### src/rtl/acl_int_event_tracker.sv
// acl_int_event_tracker
// Turns the debounced accelerometer interrupt level into a held service
// request for the ACL driver, with an acknowledge handshake, a sticky
// overrun flag, a sticky stuck-line flag and an optional event counter.
//
// Optional feature: define ACL_INT_EVT_COUNTER_EN to add the saturating
// o_evt_count output. Without it the counter logic and port are absent
// and everything else behaves the same.
//
// Edge handling: the rise pulse is registered, so a 0->1 on i_int_deb
// before edge n is acted on by the FSM at edge n+1 (request visible two
// cycles after the input change). The counter and the overrun flag use
// the same registered pulse, so they move together with the FSM.
// Ack and the level tests in the FSM use i_int_deb directly.

module acl_int_event_tracker #(
  parameter int unsigned C_STUCK_CYCLES = 20000,
  parameter int unsigned C_CNT_BITS     = 8
) (
  input  logic                  i_clk_20mhz,
  input  logic                  i_rstn_20mhz,
  input  logic                  i_int_deb,
  input  logic                  i_ack,
  input  logic                  i_clr,
  output logic                  o_int_req,
  output logic                  o_int_overrun,
  output logic                  o_int_stuck
`ifdef ACL_INT_EVT_COUNTER_EN
  ,
  output logic [C_CNT_BITS-1:0] o_evt_count
`endif
);

  localparam int unsigned TW = $clog2(C_STUCK_CYCLES + 1);
  localparam logic [TW-1:0] STUCK_MAX = TW'(C_STUCK_CYCLES);
  localparam logic [TW-1:0] TIMER_ONE = {{(TW-1){1'b0}}, 1'b1};

  typedef enum logic [1:0] {
    ST_IDLE     = 2'b00,
    ST_PEND     = 2'b01,
    ST_WAIT_LOW = 2'b10
  } state_e;

  state_e          state_q, state_d;
  logic            int_prev_q;
  logic            rise_s;
  logic            rise_q;
  logic            req_q, req_d;
  logic            overrun_q, overrun_d;
  logic            ovr_set_s;
  logic            stuck_q, stuck_d;
  logic            stuck_set_s;
  logic [TW-1:0]   timer_q, timer_d;

  // Combinational rise detect against the previous sampled level.
  always_comb begin
    rise_s = i_int_deb & ~int_prev_q;
  end

  // Input history and registered rise pulse.
  always_ff @(posedge i_clk_20mhz or negedge i_rstn_20mhz) begin
    if (!i_rstn_20mhz) begin
      int_prev_q <= 1'b0;
      rise_q     <= 1'b0;
    end else begin
      int_prev_q <= i_int_deb;
      rise_q     <= rise_s;
    end
  end

  // Next-state logic of the request FSM; request output follows the next state.
  always_comb begin
    state_d   = state_q;
    ovr_set_s = 1'b0;
    case (state_q)
      ST_IDLE: begin
        if (rise_q) begin
          state_d = ST_PEND;
        end else begin
          state_d = ST_IDLE;
        end
      end
      ST_PEND: begin
        if (i_ack && rise_q) begin
          // Ack retires the old event while a new one arrives: keep serving.
          state_d = ST_PEND;
        end else if (i_ack && i_int_deb) begin
          state_d = ST_WAIT_LOW;
        end else if (i_ack) begin
          state_d = ST_IDLE;
        end else if (rise_q) begin
          ovr_set_s = 1'b1;
          state_d   = ST_PEND;
        end else begin
          state_d = ST_PEND;
        end
      end
      ST_WAIT_LOW: begin
        // A short low gap already produced a new rise; do not lose it.
        if (rise_q) begin
          state_d = ST_PEND;
        end else if (!i_int_deb) begin
          state_d = ST_IDLE;
        end else begin
          state_d = ST_WAIT_LOW;
        end
      end
      default: begin
        state_d = ST_IDLE;
      end
    endcase
    req_d = (state_d == ST_PEND);
  end

  // FSM state and registered request output.
  always_ff @(posedge i_clk_20mhz or negedge i_rstn_20mhz) begin
    if (!i_rstn_20mhz) begin
      state_q <= ST_IDLE;
      req_q   <= 1'b0;
    end else begin
      state_q <= state_d;
      req_q   <= req_d;
    end
  end

  // Stuck timer: counts consecutive high samples, holding at the limit.
  always_comb begin
    if (!i_int_deb) begin
      timer_d = {TW{1'b0}};
    end else if (timer_q != STUCK_MAX) begin
      timer_d = timer_q + TIMER_ONE;
    end else begin
      timer_d = timer_q;
    end
    stuck_set_s = (timer_q == STUCK_MAX);
  end

  // Sticky flag update: a set condition beats a simultaneous clear.
  always_comb begin
    if (ovr_set_s) begin
      overrun_d = 1'b1;
    end else if (i_clr) begin
      overrun_d = 1'b0;
    end else begin
      overrun_d = overrun_q;
    end
    if (stuck_set_s) begin
      stuck_d = 1'b1;
    end else if (i_clr) begin
      stuck_d = 1'b0;
    end else begin
      stuck_d = stuck_q;
    end
  end

  // Stuck timer and sticky flag registers.
  always_ff @(posedge i_clk_20mhz or negedge i_rstn_20mhz) begin
    if (!i_rstn_20mhz) begin
      timer_q   <= {TW{1'b0}};
      overrun_q <= 1'b0;
      stuck_q   <= 1'b0;
    end else begin
      timer_q   <= timer_d;
      overrun_q <= overrun_d;
      stuck_q   <= stuck_d;
    end
  end

  assign o_int_req     = req_q;
  assign o_int_overrun = overrun_q;
  assign o_int_stuck   = stuck_q;

`ifdef ACL_INT_EVT_COUNTER_EN
  localparam logic [C_CNT_BITS-1:0] CNT_MAX = {C_CNT_BITS{1'b1}};
  localparam logic [C_CNT_BITS-1:0] CNT_ONE = {{(C_CNT_BITS-1){1'b0}}, 1'b1};

  logic [C_CNT_BITS-1:0] cnt_q, cnt_d;

  // Saturating increment helper.
  function automatic logic [C_CNT_BITS-1:0] sat_inc(input logic [C_CNT_BITS-1:0] v);
    if (v == CNT_MAX) begin
      return v;
    end else begin
      return v + CNT_ONE;
    end
  endfunction

  // Event counter next value; a clear together with a rise leaves one event.
  always_comb begin
    if (i_clr) begin
      if (rise_q) begin
        cnt_d = CNT_ONE;
      end else begin
        cnt_d = {C_CNT_BITS{1'b0}};
      end
    end else if (rise_q) begin
      cnt_d = sat_inc(cnt_q);
    end else begin
      cnt_d = cnt_q;
    end
  end

  // Event counter register.
  always_ff @(posedge i_clk_20mhz or negedge i_rstn_20mhz) begin
    if (!i_rstn_20mhz) begin
      cnt_q <= {C_CNT_BITS{1'b0}};
    end else begin
      cnt_q <= cnt_d;
    end
  end

  assign o_evt_count = cnt_q;
`else
  // Event counter not built in this configuration.
`endif

endmodule
### config.mk
export PLATFORM = sky130hd
export DESIGN_NAME = acl_int_event_tracker
export DESIGN_NICKNAME = d
export VERILOG_FILES = /design/src/rtl/acl_int_event_tracker.sv
export SDC_FILE = /design/constraint.sdc
export NUM_CORES = 1
export LEC_CHECK = 0
export ABC_AREA = 0
export CORE_AREA = 8 8 56 58
export DETAILED_ROUTE_END_ITERATION = 7
export DIE_AREA = 0 0 64 66
export PLACE_DENSITY = 0.69
export SLEW_MARGIN = 15
export SYNTH_ARGS = -nofsm -noshare
export SYNTH_HDL_FRONTEND = slang
export SYNTH_SLANG_ARGS = --single-unit
### constraint.sdc
create_clock -name i_clk_20mhz -period 2.6 [get_ports i_clk_20mhz]
set_input_delay 0.52 -clock i_clk_20mhz [delete_from_list [all_inputs] [get_ports i_clk_20mhz]]
set_output_delay 0.52 -clock i_clk_20mhz [all_outputs]
set_load 0.01 [all_outputs]
==> metrics, run 1 <==
Post-CTS Resized=0; drt wl/cell=13.22 um; setup TNS=0 ns; Clock Latency Late Sink=0.31 ns; R2R Path Start=timer_q[7]; Inst Count DP=140; CTS tree=built; cell taking the most area after synthesis=dfrtp_1; Layout Skew=0.008142 ns; Routed Antenna Nets=0; # DRC=0; HPWL after DPL=1.355 mm; worst hold slack=0.4027 ns; Net Count, Synth=111; reg2reg end=timer_q[0]; Vias=770; hold path depth=1; hold_sp=int_prev_q; drt initial violations=22; WHS Endpoint=rise_q; GRT overflow=0; Final #Nets=122; slew margin rel.=61.27%; total power=597.2 uW; # clock sinks=22; Worst EP arrival=2.22 ns; first drt pass iteration count=4; YS warnings=0; Clock Path Buffers=2; worst setup margin=0.5777 ns; # hold bufs at CTS=0; # rows=18; layout cells sized above 1=6.140%; vias in the first global route=810; worst min path class=reg -> reg; Power Density=493.6 nW/um2; final critical-path required period=2.022 ns; register area share after synthesis=51.58%; Ports=8; die area=4224 um2; pin count of the biggest net entering global routing=23; Detailed Route WL=1.903 mm; flop-to-flop setup slack=0.58 ns; commonest non-fill, non-tap cell in the layout=dfrtp_1; outcome=completed; Starting Density=46.01%; Via density=5.347; H-tree Lvls=1; Reg clk slew, reported paths=0.12 ns; Setup Buffers After CTS=0; synthesized cell area=1067 um2; Critical Path Start Type=flip-flop; CP Max Fanout=7; RSZ-0062 raised after global routing=false; Cell Count, Final, Fillers Out=144; Netlist cell types=28; Max-Cap Viols=0; Diodes inserted=0; core area=2320 um2; Finished Core Util=52.16%; crit end category=flip-flop; VDD IR-drop max=288.5 uV; # port buffers=7; synthesis-to-layout area growth=13.36%; gate count after technology mapping=104; top-area cell type share of the netlist area=51.58%; Critical path origin=timer_q[7]; initial antenna violation count=0; number of fill cells=206; Setup WS pre-CTS=0.6105 ns; fin. max-slew vios=0; Die Ht=66 um; worst-case reg-to-reg path depth=4; static leakage=0.5499 nW; Slew @ Worst Pin=0.5792 ns; Final period util=77.78%; Root Buffer=clkbuf_4; die width=64 um; Num CTS Buffers=3; Final Wtd Congestion=0.7601; global-route usage over all layers=10.14%; WS Path Type=reg -> reg; mean post-synth cell area=10.26 um2; Placed Area=1174 um2; global-route wire length before repair=3.498 mm; final setup vio count=0; Area contributors post-synth=dfrtp_1 (52%), and2_1 (6.4%), xnor2_1 (5.7%), nand3_1 (3.8%), xor2_1 (3.3%); commonest non-fill, non-tap cells in the layout=dfrtp_1 (22), and2_1 (11), nand2_1 (8), nand3_1 (8); post-route cell area=1210 um2; Critical Path RT=2.80 ns; final hold violations=0; Max Clk Rate=0.4945 GHz; Seq cells post-synth=22
[Yosys cell counts (all sizes together)]
cell type   n
nor3b       1
and4        1
mux2i       3
xnor2       7
or4         2
clkbuf      1
a21oi       3
nand2       8
o21ai       3
mux2        1
nor3        2
nor2b       2
xor2        4
ha          2
buf         1
nand3b      1
and3        1
nor2        2
and2       11
nand3       8
or4b        1
nor4        3
nand2b      2
inv         7
a21boi      1
nand4       3
or3         1
dfrtp      22
[critical path: stages, from the launching register on]
cell and delay (ns):
dfrtp_1 0.46, or4b_1 0.52, or4_1 0.63, xnor2_1 0.16, and2_1 0.15
[how the worst max path moves through the flow]
stage,depth (start not counted),end
2_1_floorplan,5,timer_q[0]
3_3_place_gp,4,timer_q[0]
3_5_place_dp,4,timer_q[0]
4_1_cts,4,timer_q[0]
5_1_grt,4,timer_q[0]
6_report,4,timer_q[0]
[final cells by class]
| type | instances | area [um2] | share of cell area [%] |
|---|---|---|---|
| Clock buffer | 4 | 36.28 | 2.999 |
| Inverter | 7 | 26.28 | 2.172 |
| Multi-Input combinational cell | 73 | 481.7 | 39.81 |
| Sequential cell | 22 | 550.5 | 45.50 |
| Tap cell | 30 | 37.54 | 3.102 |
| Timing Repair Buffer | 8 | 77.57 | 6.412 |
[logic make-up (layout without fill, tap and decap cells)]
| group | after synthesis | in the layout | share of synthesized area, % |
|---|---|---|---|
| muxes | 4 | 4 | 3.869 |
| DFF | 22 | 22 | 51.58 |
| AOI/OAI and AO/OA | 7 | 7 | 3.516 |
| and+or+nand+nor | 49 | 49 | 26.38 |
| adders and majority gates | 2 | 2 | 2.344 |
| xor gates and xnor gates | 11 | 11 | 9.027 |
| buffers and inverters | 9 | 19 | 3.282 |
[registers in the layout, indices dropped and copies added (netlist names)]
name / flops
timer_q: 15
state_q: 2
int_prev_q: 1
o_int_overrun: 1
o_int_req: 1
o_int_stuck: 1
rise_q: 1
[report_power, final]
part	leakage, nW	internal, mW	total [mW]	switching [mW]
Clock	0.0210	0.0854	0.188	0.102
Combinational	0.232	0.0226	0.0464	0.0239
Sequential	0.297	0.352	0.363	0.0108
[routing by layer]
metal | GRT usage [%] | share of wire (%)
met1 | 12.17 | 47
met2 | 17.19 | 49
met3 | 1.695 | 2.8
met4 | 5.014 | 1.0
met5 | 0 | 0
Note: power is estimated with default switching activity, not from simulation.
==> run 2, diff against run 1 <==
--- a/config.mk
+++ b/config.mk
@@ -9,7 +9,7 @@
 export CORE_AREA = 8 8 56 58
 export DETAILED_ROUTE_END_ITERATION = 7
 export DIE_AREA = 0 0 64 66
-export PLACE_DENSITY = 0.69
+export PLACE_DENSITY = 0.71
 export SLEW_MARGIN = 15
 export SYNTH_ARGS = -nofsm -noshare
 export SYNTH_HDL_FRONTEND = slang
==> constraint.sdc (replaced) <==
create_clock -name i_clk_20mhz -period 1.7 [get_ports i_clk_20mhz]
set_input_delay 0.34 -clock i_clk_20mhz [delete_from_list [all_inputs] [get_ports i_clk_20mhz]]
set_output_delay 0.34 -clock i_clk_20mhz [all_outputs]
set_load 0.01 [all_outputs]
==> run 2 against run 1 <==
  * Largest power group unchanged
  * Flip-flop and latch count stayed put
  * Highest routed layer unchanged
  * Non-clock buffer count increased by 14
  * Power is 76% higher
  * Final cell count up 9.7%
  * Combinational power is 100% higher
  * Largest cell class unchanged
  * Clock power rose by 120%
  * Sequential power grew 51%
  * Fmax is 7.7% higher
  * Critical endpoint unchanged
  * Worst setup slack lost 0.76 ns
  * Die area unchanged
  * Register-to-register slack lost 0.76 ns
  * The run now ends with setup timing left
==> metrics, run 2 (synthesis results as in run 1) <==
critical path's top delay family=simple AND/OR/NAND/NOR gates; final hold violations=0; total power=1.049 mW; global-route usage over all layers=11.28%; GRT overflow=0; number of fill cells=195; worst min path class=in -> async; die width=64 um; crit end category=flip-flop; Final #Nets=136; fin. max-slew vios=0; slowest CP cell=or4_4; pin count of the biggest net entering global routing=23; multi-input logic area=504.2 um2; Root Buffer=clkbuf_4; Starting Density=46.01%; Critical Path Start Type=flip-flop; first drt pass iteration count=4; crit path to=timer_q[0]; Die Ht=66 um; drt wl/cell=13.97 um; commonest non-fill, non-tap cells in the layout=dfrtp_1 (22), buf_4 (14), and2_1 (11); CP Depth=4; Power Density=768.0 nW/um2; RSZ-0062 raised after global routing=true; slew margin rel.=78.46%; # hold bufs at CTS=0; Max Clk Rate=0.5324 GHz; WS Path Type=reg -> reg; CP Max Fanout=4; Max-Cap Viols=0; final setup vio count=4; Final period util=110.5%; outcome=complete, but fails checks; CTS tree=built; Inst Count DP=152; drt initial violations=12; register with the most flip-flops=timer_q; Via density=5.152; Vias=814; worst-case reg-to-reg path depth=4; Critical Path RT=1.92 ns; CP cell instances=or4b_4, or4_4, xnor2_1, and2_1; Cell Count, Final, Fillers Out=158; max reg flops=15; Reg clk slew, reported paths=0.12 ns; Routed Antenna Nets=0; global-route wire length before repair=3.808 mm; # DRC=0; setup TNS=-0.4518 ns; initial antenna violation count=0; synthesis-to-layout area growth=28.02%; flop-to-flop setup slack=-0.18 ns; core area=2320 um2; # rows=18; die area=4224 um2; Layout Skew=0.001319 ns; Crit path largest cell delay=0.57 ns; final critical-path required period=1.878 ns; # clock sinks=22; Diodes inserted=0; Ports=8; biggest regs=timer_q (15), state_q (2); Detailed Route WL=2.207 mm; register area=550.5 um2; Buf/Inv on CP=0; Critical path origin=timer_q[8]; worst setup margin=-0.1783 ns; Final Wtd Congestion=0.7548; static leakage=0.6401 nW; # port buffers=7; Clock Latency Late Sink=0.31 ns; HPWL after DPL=1.518 mm; Slew @ Worst Pin=0.3202 ns; failing checks=setup timing; vias in the first global route=861; Worst EP arrival=2.10 ns; VDD IR-drop max=556.9 uV; H-tree Lvls=1; reg2reg end=timer_q[0]; commonest non-fill, non-tap cell in the layout=dfrtp_1; layout cells sized above 1=20.31%; R2R Path Start=timer_q[8]; Clock Path Buffers=2; Num CTS Buffers=3
-- run 2: metrics by stage --
stage | setup slack (ns) | area [um2] | util, % | hold WS, ns
3_5_place_dp | -0.2198 | 1276 | 55.02 | 0.3841
3_3_place_gp | -0.1752 | 1276 | 55.02 | 0.3807
5_1_grt | -0.2182 | 1366 | 58.90 | 0.3961
6_report | -0.1783 | 1366 | 58.90 | 0.3596
4_1_cts | -0.1674 | 1346 | 58.04 | 0.3596
2_1_floorplan | -0.2061 | 1067 | - | 0.04441
-- run 2: worst min-delay path by stage --
stage	start	endpoint	slack (ns)
floorplan	i_rstn_20mhz	int_prev_q	0.04
global placement	int_prev_q	rise_q	0.38
detailed placement	int_prev_q	rise_q	0.38
CTS	i_rstn_20mhz	o_int_req	0.36
global route	i_rstn_20mhz	o_int_req	0.40
finish	i_rstn_20mhz	o_int_req	0.36
-- run 2: cell type report --
class,count,share of cell area (%)
tap,30,2.747
clock inverter,1,2.198
clock buffer,3,1.648
multi-input combinational,73,36.90
timing repair buffer,22,14.29
inverter,7,1.923
sequential,22,40.29
-- run 2: repair_timing --
action                                  4_1_cts  5_1_grt
setup buffers                                 1        1
endpoints found under the hold margin         0        0
endpoints found under the setup margin        4        8
resized for setup                             2        3
cloned                                        0        0
pin swaps                                     4        2
-- run 2: per-layer routing --
metal / vias up / part of all wire [%] / global-route usage [%]
met5: - / 0 / 0
met4: 0 / 2.0 / 6.407
met3: 5 / 1.6 / 1.695
met2: 6 / 50 / 19.20
met1: 405 / 47 / 13.31
li1: 398 / - / -
-- run 2: where the power goes --
| part | total (mW) | internal (mW) | leakage (nW) | switching (mW) |
|---|---|---|---|---|
| Combinational | 0.0941 | 0.0472 | 0.315 | 0.0469 |
| Sequential | 0.549 | 0.539 | 0.297 | 0.0108 |
| Clock | 0.406 | 0.239 | 0.0279 | 0.167 |
